===== config.mk =====
export PLATFORM = sky130hd
export DESIGN_NAME = reg_file_writeback
export DESIGN_NICKNAME = d
export VERILOG_FILES = /design/src/rtl/reg_file_writeback.sv
export SDC_FILE = /design/constraint.sdc
export NUM_CORES = 2
export LEC_CHECK = 0
export BUFFER_PORTS_ARGS = -buffer_cell sky130_fd_sc_hd__buf_4
export CAP_MARGIN = 10
export CORE_MARGIN = 10
export CORE_UTILIZATION = 45
export CTS_BUF_LIST = sky130_fd_sc_hd__clkbuf_2
export DETAILED_ROUTE_END_ITERATION = 8
export PLACE_DENSITY = 0.71
export SYNTH_ARGS = -nofsm -noshare
export SYNTH_HDL_FRONTEND = slang
export SYNTH_SLANG_ARGS = --single-unit

===== constraint.sdc =====
create_clock -name Clock -period 24.4 [get_ports Clock]
set_clock_uncertainty 0.05 [all_clocks]
set_input_delay 3.66 -clock Clock [delete_from_list [all_inputs] [get_ports Clock]]
set_output_delay 3.66 -clock Clock [all_outputs]
set_load 0.01 [all_outputs]

===== src/rtl/reg_file_writeback.sv =====
// Writeback register bank: 64 x 32 register file with a same-cycle write-to-read
// bypass and a pending-write scoreboard that tells decode when to stall.
module reg_file_writeback #(
    parameter int DATA_WIDTH = 32,
    parameter int ADDR_WIDTH = 6,
    parameter int NUM_REGS   = 64
) (
    input  logic                  Clock,
    input  logic                  Reset,
    input  logic                  Reg_Write,
    input  logic [ADDR_WIDTH-1:0] Write_Register,
    input  logic [DATA_WIDTH-1:0] Write_Data,
    input  logic [ADDR_WIDTH-1:0] Read_Register_1,
    input  logic [ADDR_WIDTH-1:0] Read_Register_2,
    input  logic                  Read_Valid,
    input  logic                  Issue_Valid,
    input  logic [ADDR_WIDTH-1:0] Issue_Register,
    output logic [DATA_WIDTH-1:0] Read_Data_1,
    output logic [DATA_WIDTH-1:0] Read_Data_2,
    output logic                  Stall,
    output logic [ADDR_WIDTH:0]   Pending_Count
);

    logic [DATA_WIDTH-1:0] regs [NUM_REGS];
    logic [NUM_REGS-1:0]   pending;
    logic [NUM_REGS-1:0]   pending_next;
    logic [NUM_REGS-1:0]   write_hit;
    logic [NUM_REGS-1:0]   issue_hit;
    logic [ADDR_WIDTH:0]   count_next;

    logic                  clear_1;
    logic                  clear_2;
    logic                  pend_1;
    logic                  pend_2;

    // One-hot decode of the write and issue ports; slot 0 is never selected.
    always_comb begin
        write_hit = '0;
        issue_hit = '0;
        for (int i = 1; i < NUM_REGS; i++) begin
            write_hit[i] = Reg_Write   && (Write_Register == ADDR_WIDTH'(i));
            issue_hit[i] = Issue_Valid && (Issue_Register == ADDR_WIDTH'(i));
        end
    end

    // Set after clear: a producer issued in the same cycle as a writeback to the
    // same register owns the register from now on.
    always_comb begin
        pending_next = (pending & ~write_hit) | issue_hit;
    end

    always_comb begin
        count_next = '0;
        for (int i = 0; i < NUM_REGS; i++) begin
            count_next = count_next + (ADDR_WIDTH + 1)'(pending_next[i]);
        end
    end

    always_ff @(posedge Clock) begin
        if (Reset) begin
            for (int i = 0; i < NUM_REGS; i++) begin
                regs[i] <= '0;
            end
        end else begin
            for (int i = 1; i < NUM_REGS; i++) begin
                if (write_hit[i]) begin
                    regs[i] <= Write_Data;
                end
            end
        end
    end

    always_ff @(posedge Clock) begin
        if (Reset) begin
            pending       <= '0;
            Pending_Count <= '0;
        end else begin
            pending       <= pending_next;
            Pending_Count <= count_next;
        end
    end

    always_comb begin
        if (Read_Register_1 == '0) begin
            Read_Data_1 = '0;
        end else if (Reg_Write && (Write_Register == Read_Register_1)) begin
            Read_Data_1 = Write_Data;
        end else begin
            Read_Data_1 = regs[Read_Register_1];
        end
    end

    always_comb begin
        if (Read_Register_2 == '0) begin
            Read_Data_2 = '0;
        end else if (Reg_Write && (Write_Register == Read_Register_2)) begin
            Read_Data_2 = Write_Data;
        end else begin
            Read_Data_2 = regs[Read_Register_2];
        end
    end

    // A same-cycle writeback to a source resolves its hazard through the bypass.
    always_comb begin
        clear_1 = Reg_Write && (Write_Register == Read_Register_1);
        clear_2 = Reg_Write && (Write_Register == Read_Register_2);
        pend_1  = (Read_Register_1 != '0) && pending[Read_Register_1];
        pend_2  = (Read_Register_2 != '0) && pending[Read_Register_2];
        Stall   = Read_Valid && ((pend_1 && !clear_1) || (pend_2 && !clear_2));
    end

endmodule


==> impl_metrics.xml <==
<?xml version="1.0" encoding="UTF-8"?>
<metrics>
  <group name="routing">
    <metric name="drt_first_pass_iters" unit="">8</metric>
    <metric name="drt_drc_violations_left" unit="">0</metric>
    <metric name="avgRoutedWirePerCell" unit="µm">34.5</metric>
    <metric name="detail-route-antenna-nets" unit="">0</metric>
    <metric name="num_vias" unit="">71200</metric>
    <metric name="first_iter_violations" unit="">11400</metric>
    <metric name="route.detailed.vias_per_inst" unit="">6.86</metric>
    <metric name="route.final.wire_length" unit="µm">359000</metric>
  </group>
  <group name="yosys">
    <metric name="synth-simple-area-share" unit="">0.0739</metric>
    <metric name="fraction_of_synthesis_flops_using_an_asynchronous_set_or_reset_pin" unit="">0</metric>
    <metric name="synth_ff_type" unit="">edfxtp_1</metric>
    <metric name="synth_seq_cells" unit="">2086</metric>
    <metric name="syn_inst" unit="">6784</metric>
    <metric name="synth.top_cells.by_area" unit="">edfxtp_1, mux4_2, nor2_1</metric>
    <metric name="synth_xor_xnor_area_share" unit="">0.00125</metric>
    <metric name="synthDominantAreaCellType" unit="">edfxtp_1</metric>
    <metric name="synth_nets" unit="">6913</metric>
    <metric name="postSynthAreaPerCell" unit="µm²">15.4</metric>
    <metric name="ys_top_cells_by_count" unit="">edfxtp_1, nor2_1, mux4_2</metric>
    <metric name="synthesis.area" unit="µm²">105000</metric>
    <metric name="synthAdderAreaFrac" unit="">0.0119</metric>
    <metric name="synth_most_common_cell" unit="">edfxtp_1</metric>
    <metric name="synth.yosys.warnings" unit="">0</metric>
    <metric name="ys_seq_area_frac" unit="">0.591</metric>
    <metric name="netlist.area_leader.share" unit="">0.578</metric>
    <metric name="synthDistinctLibCells" unit="">56</metric>
    <metric name="area_fraction_in_compound_gates_after_synthesis" unit="">0.0489</metric>
    <metric name="largest_family_of_logic_cells_by_synthesized_area" unit="">multiplexers</metric>
    <metric name="synth-edff-count" unit="">2016</metric>
    <metric name="post_synth_mux_area_share" unit="">0.241</metric>
  </group>
  <group name="hold_path">
    <metric name="worstHoldPathType" unit="">reg -&gt; reg</metric>
  </group>
  <group name="pwr">
    <metric name="irDropWorstVdd" unit="V">0.0000600</metric>
    <metric name="total_leakage_power" unit="µW">0.0385</metric>
    <metric name="power_per_cell_area" unit="nW/µm²">68.8</metric>
  </group>
  <group name="floorplanning">
    <metric name="area_enclosed_by_the_die_boundary" unit="µm²">253000</metric>
    <metric name="floorplan.rows" unit="">177</metric>
    <metric name="design.core.area" unit="µm²">232000</metric>
    <metric name="die_x" unit="µm">503</metric>
    <metric name="die_height" unit="µm">503</metric>
    <metric name="initial_cell_density_of_the_core" unit="">0.451</metric>
    <metric name="io-pin-count" unit="">133</metric>
  </group>
  <group name="placed_design">
    <metric name="place.port_buffers" unit="">132</metric>
    <metric name="dpl.hpwl" unit="µm">212000</metric>
    <metric name="placed_cells_incl_taps" unit="">9488</metric>
    <metric name="gp_congestion" unit="">0.944</metric>
  </group>
  <group name="global_routing">
    <metric name="wire_length_of_the_first_global_routing_pass" unit="µm">505000</metric>
    <metric name="grtUsageMet3" unit="">0.0861</metric>
    <metric name="antenna_found_initial" unit="">19</metric>
    <metric name="globalRouteOverflowTotal" unit="">0</metric>
    <metric name="top_usage_layer" unit="">met2</metric>
    <metric name="groute.usage.overall" unit="">0.276</metric>
    <metric name="grt_pass1_vias" unit="">72100</metric>
    <metric name="met2_usage" unit="">0.411</metric>
    <metric name="grt_util_met1" unit="">0.348</metric>
    <metric name="pin_count_of_the_biggest_net_entering_global_routing" unit="">133</metric>
  </group>
  <group name="final_layout">
    <metric name="num-nets-final" unit="">7124</metric>
    <metric name="num-fill-cells" unit="">19500</metric>
    <metric name="final_non_filler_cells" unit="">10400</metric>
    <metric name="layout-area-overhead-vs-synth" unit="%">7.98</metric>
    <metric name="layout-drive-gt1-share" unit="">0.309</metric>
  </group>
  <group name="sta">
    <metric name="timing_worst_slew_pin_value" unit="ns">1.39</metric>
    <metric name="hold_slack_final" unit="ns">0.537</metric>
    <metric name="slew_headroom" unit="">0.0644</metric>
    <metric name="hold_viol_final" unit="">0</metric>
    <metric name="clock.fmax" unit="MHz">79.2</metric>
    <metric name="fin_setup_tns" unit="ns">0</metric>
    <metric name="setup_viol" unit="">0</metric>
    <metric name="layout_min_cycle_time" unit="ns">12.62</metric>
    <metric name="final-max-slew-violation-count" unit="">0</metric>
    <metric name="period_share" unit="">0.517</metric>
    <metric name="rsz0062_at_grt" unit="">no</metric>
  </group>
  <group name="critical_path">
    <metric name="critPathSlowestCell" unit="">buf_4</metric>
    <metric name="worst_path_largest_cell_delay" unit="ns">0.87</metric>
    <metric name="critPathLaunchType" unit="">primary input</metric>
    <metric name="critPathArrivalTime" unit="ns">8.91</metric>
    <metric name="worstPathMaxFanout" unit="">56</metric>
    <metric name="crit_top_cell" unit="">buf_4</metric>
    <metric name="cp_data_required_time" unit="ns">20.69</metric>
    <metric name="setup.worst_path.end_class" unit="">output port</metric>
    <metric name="crit_type" unit="">in -&gt; out</metric>
    <metric name="path_cells" unit="">buf_8 -&gt; buf_4 -&gt; buf_4 -&gt; buf_4 -&gt; mux4_2 -&gt; a22o_1 -&gt; a21oi_1 -&gt; nand4_1 -&gt; o221ai_1 -&gt; o21ai_1 -&gt; buf_4</metric>
    <metric name="critical_path.n_buffers_inverters" unit="">5</metric>
    <metric name="critical_path.top_delay_family" unit="">buffers and inverters</metric>
  </group>
  <group name="clock_network">
    <metric name="path_clk_slew" unit="ns">0.07</metric>
    <metric name="clk_path_buf_depth" unit="">4</metric>
    <metric name="cts_htree_levels" unit="">6</metric>
    <metric name="hold_buffer_count_at_cts" unit="">0</metric>
    <metric name="clock_tree_from_tritoncts" unit="">done</metric>
    <metric name="clkLatencyLatePin" unit="ns">1.89</metric>
    <metric name="cts_num_sinks" unit="">2086</metric>
    <metric name="cts-buffers-inserted" unit="">548</metric>
    <metric name="post-cts-setup-buffer-count" unit="">0</metric>
    <metric name="ctsRootBufferMaster" unit="">clkbuf_2</metric>
    <metric name="ctsResizeCount" unit="">0</metric>
  </group>
  <group name="flow_run">
    <metric name="drv.max_cap_violation_count" unit="">0</metric>
  </group>
  <group name="status">
    <metric name="outcome" unit="">finished, final reports clean</metric>
  </group>
</metrics>
## sequential cells by signal (all words and copies together), names as in the netlist
name           count
Pending_Count      7
regs            2016
pending           63
## metal layers
| metal | vias up | share of wire |
|---|---|---|
| li1 | 27500 | - |
| met1 | 35800 | 0.33 |
| met2 | 6637 | 0.45 |
| met3 | 1222 | 0.15 |
| met4 | 4 | 0.075 |
| met5 | - | 0.000075 |
## layout by cell type (no fill, tap or decap), types with 67 or more instances in the layout
master and instances:
clkbuf_2 768, nor2_1 1151, mux2i_1 358, a22o_1 67, mux4_2 912, a21oi_1 104, nand2_1 180, inv_1 75
nor3_1 79, buf_4 333, nor2b_1 136, mux2_2 99, edfxtp_1 2016, clkinv_1 73, dfxtp_1 70, a22oi_1 165
## worst min-delay path, stage by stage (launching register included)
cell	delay, ns
dfxtp_1	0.35
a22oi_1	0.11
nor2_1	0.09
## kinds of logic after synthesis
kind of cell / after synthesis
buffers and inverters: 761
DFF: 2086
and+or+nand+nor: 1789
muxes: 1369
adders and majority gates: 68
AOI/OAI and AO/OA: 696
xor gates and xnor gates: 15
## final timing paths
path / startpoint / endpoint / slack (ns) / cells after the start
worst min register to register: pending[23] / pending[23] / 0.54 / 2
worst min-delay path: pending[23] / pending[23] / 0.54 / 2
worst max register to register: pending[30] / Pending_Count[6] / 17.81 / 23
worst max-delay path: Read_Register_2[0] / Read_Data_2[10] / 11.78 / 11
## per-stage QoR
step | cell area [µm²] | power [µW] | setup WS (ns) | utilization
after global placement | 109000 | 5420 | 11.81 | 0.468
final | 113000 | 7790 | 11.78 | 0.487
after detailed placement | 109000 | 5460 | 11.80 | 0.468
after global routing | 113000 | 8030 | 11.51 | 0.487
after floorplan | 105000 | 5020 | 14.05 | -
after CTS | 113000 | 7770 | 11.80 | 0.487
## layout make-up
cell class	instances	area [µm²]	share of cell area
antenna	18	45.0	0.000398
clock inverter	113	641	0.00566
tap	3043	3810	0.0337
multi-input combinational	3937	39800	0.352
sequential	2086	61900	0.548
timing repair buffer	347	2740	0.0242
inverter	75	282	0.00249
clock buffer	768	3840	0.0340
## power by group
group | internal, µW | switching, µW | leakage, µW
Combinational | 453 | 671 | 0.0151
Sequential | 4170 | 116 | 0.0199
Clock | 907 | 1470 | 0.00353
No activity file was read; power rests on OpenSTA's default activity.
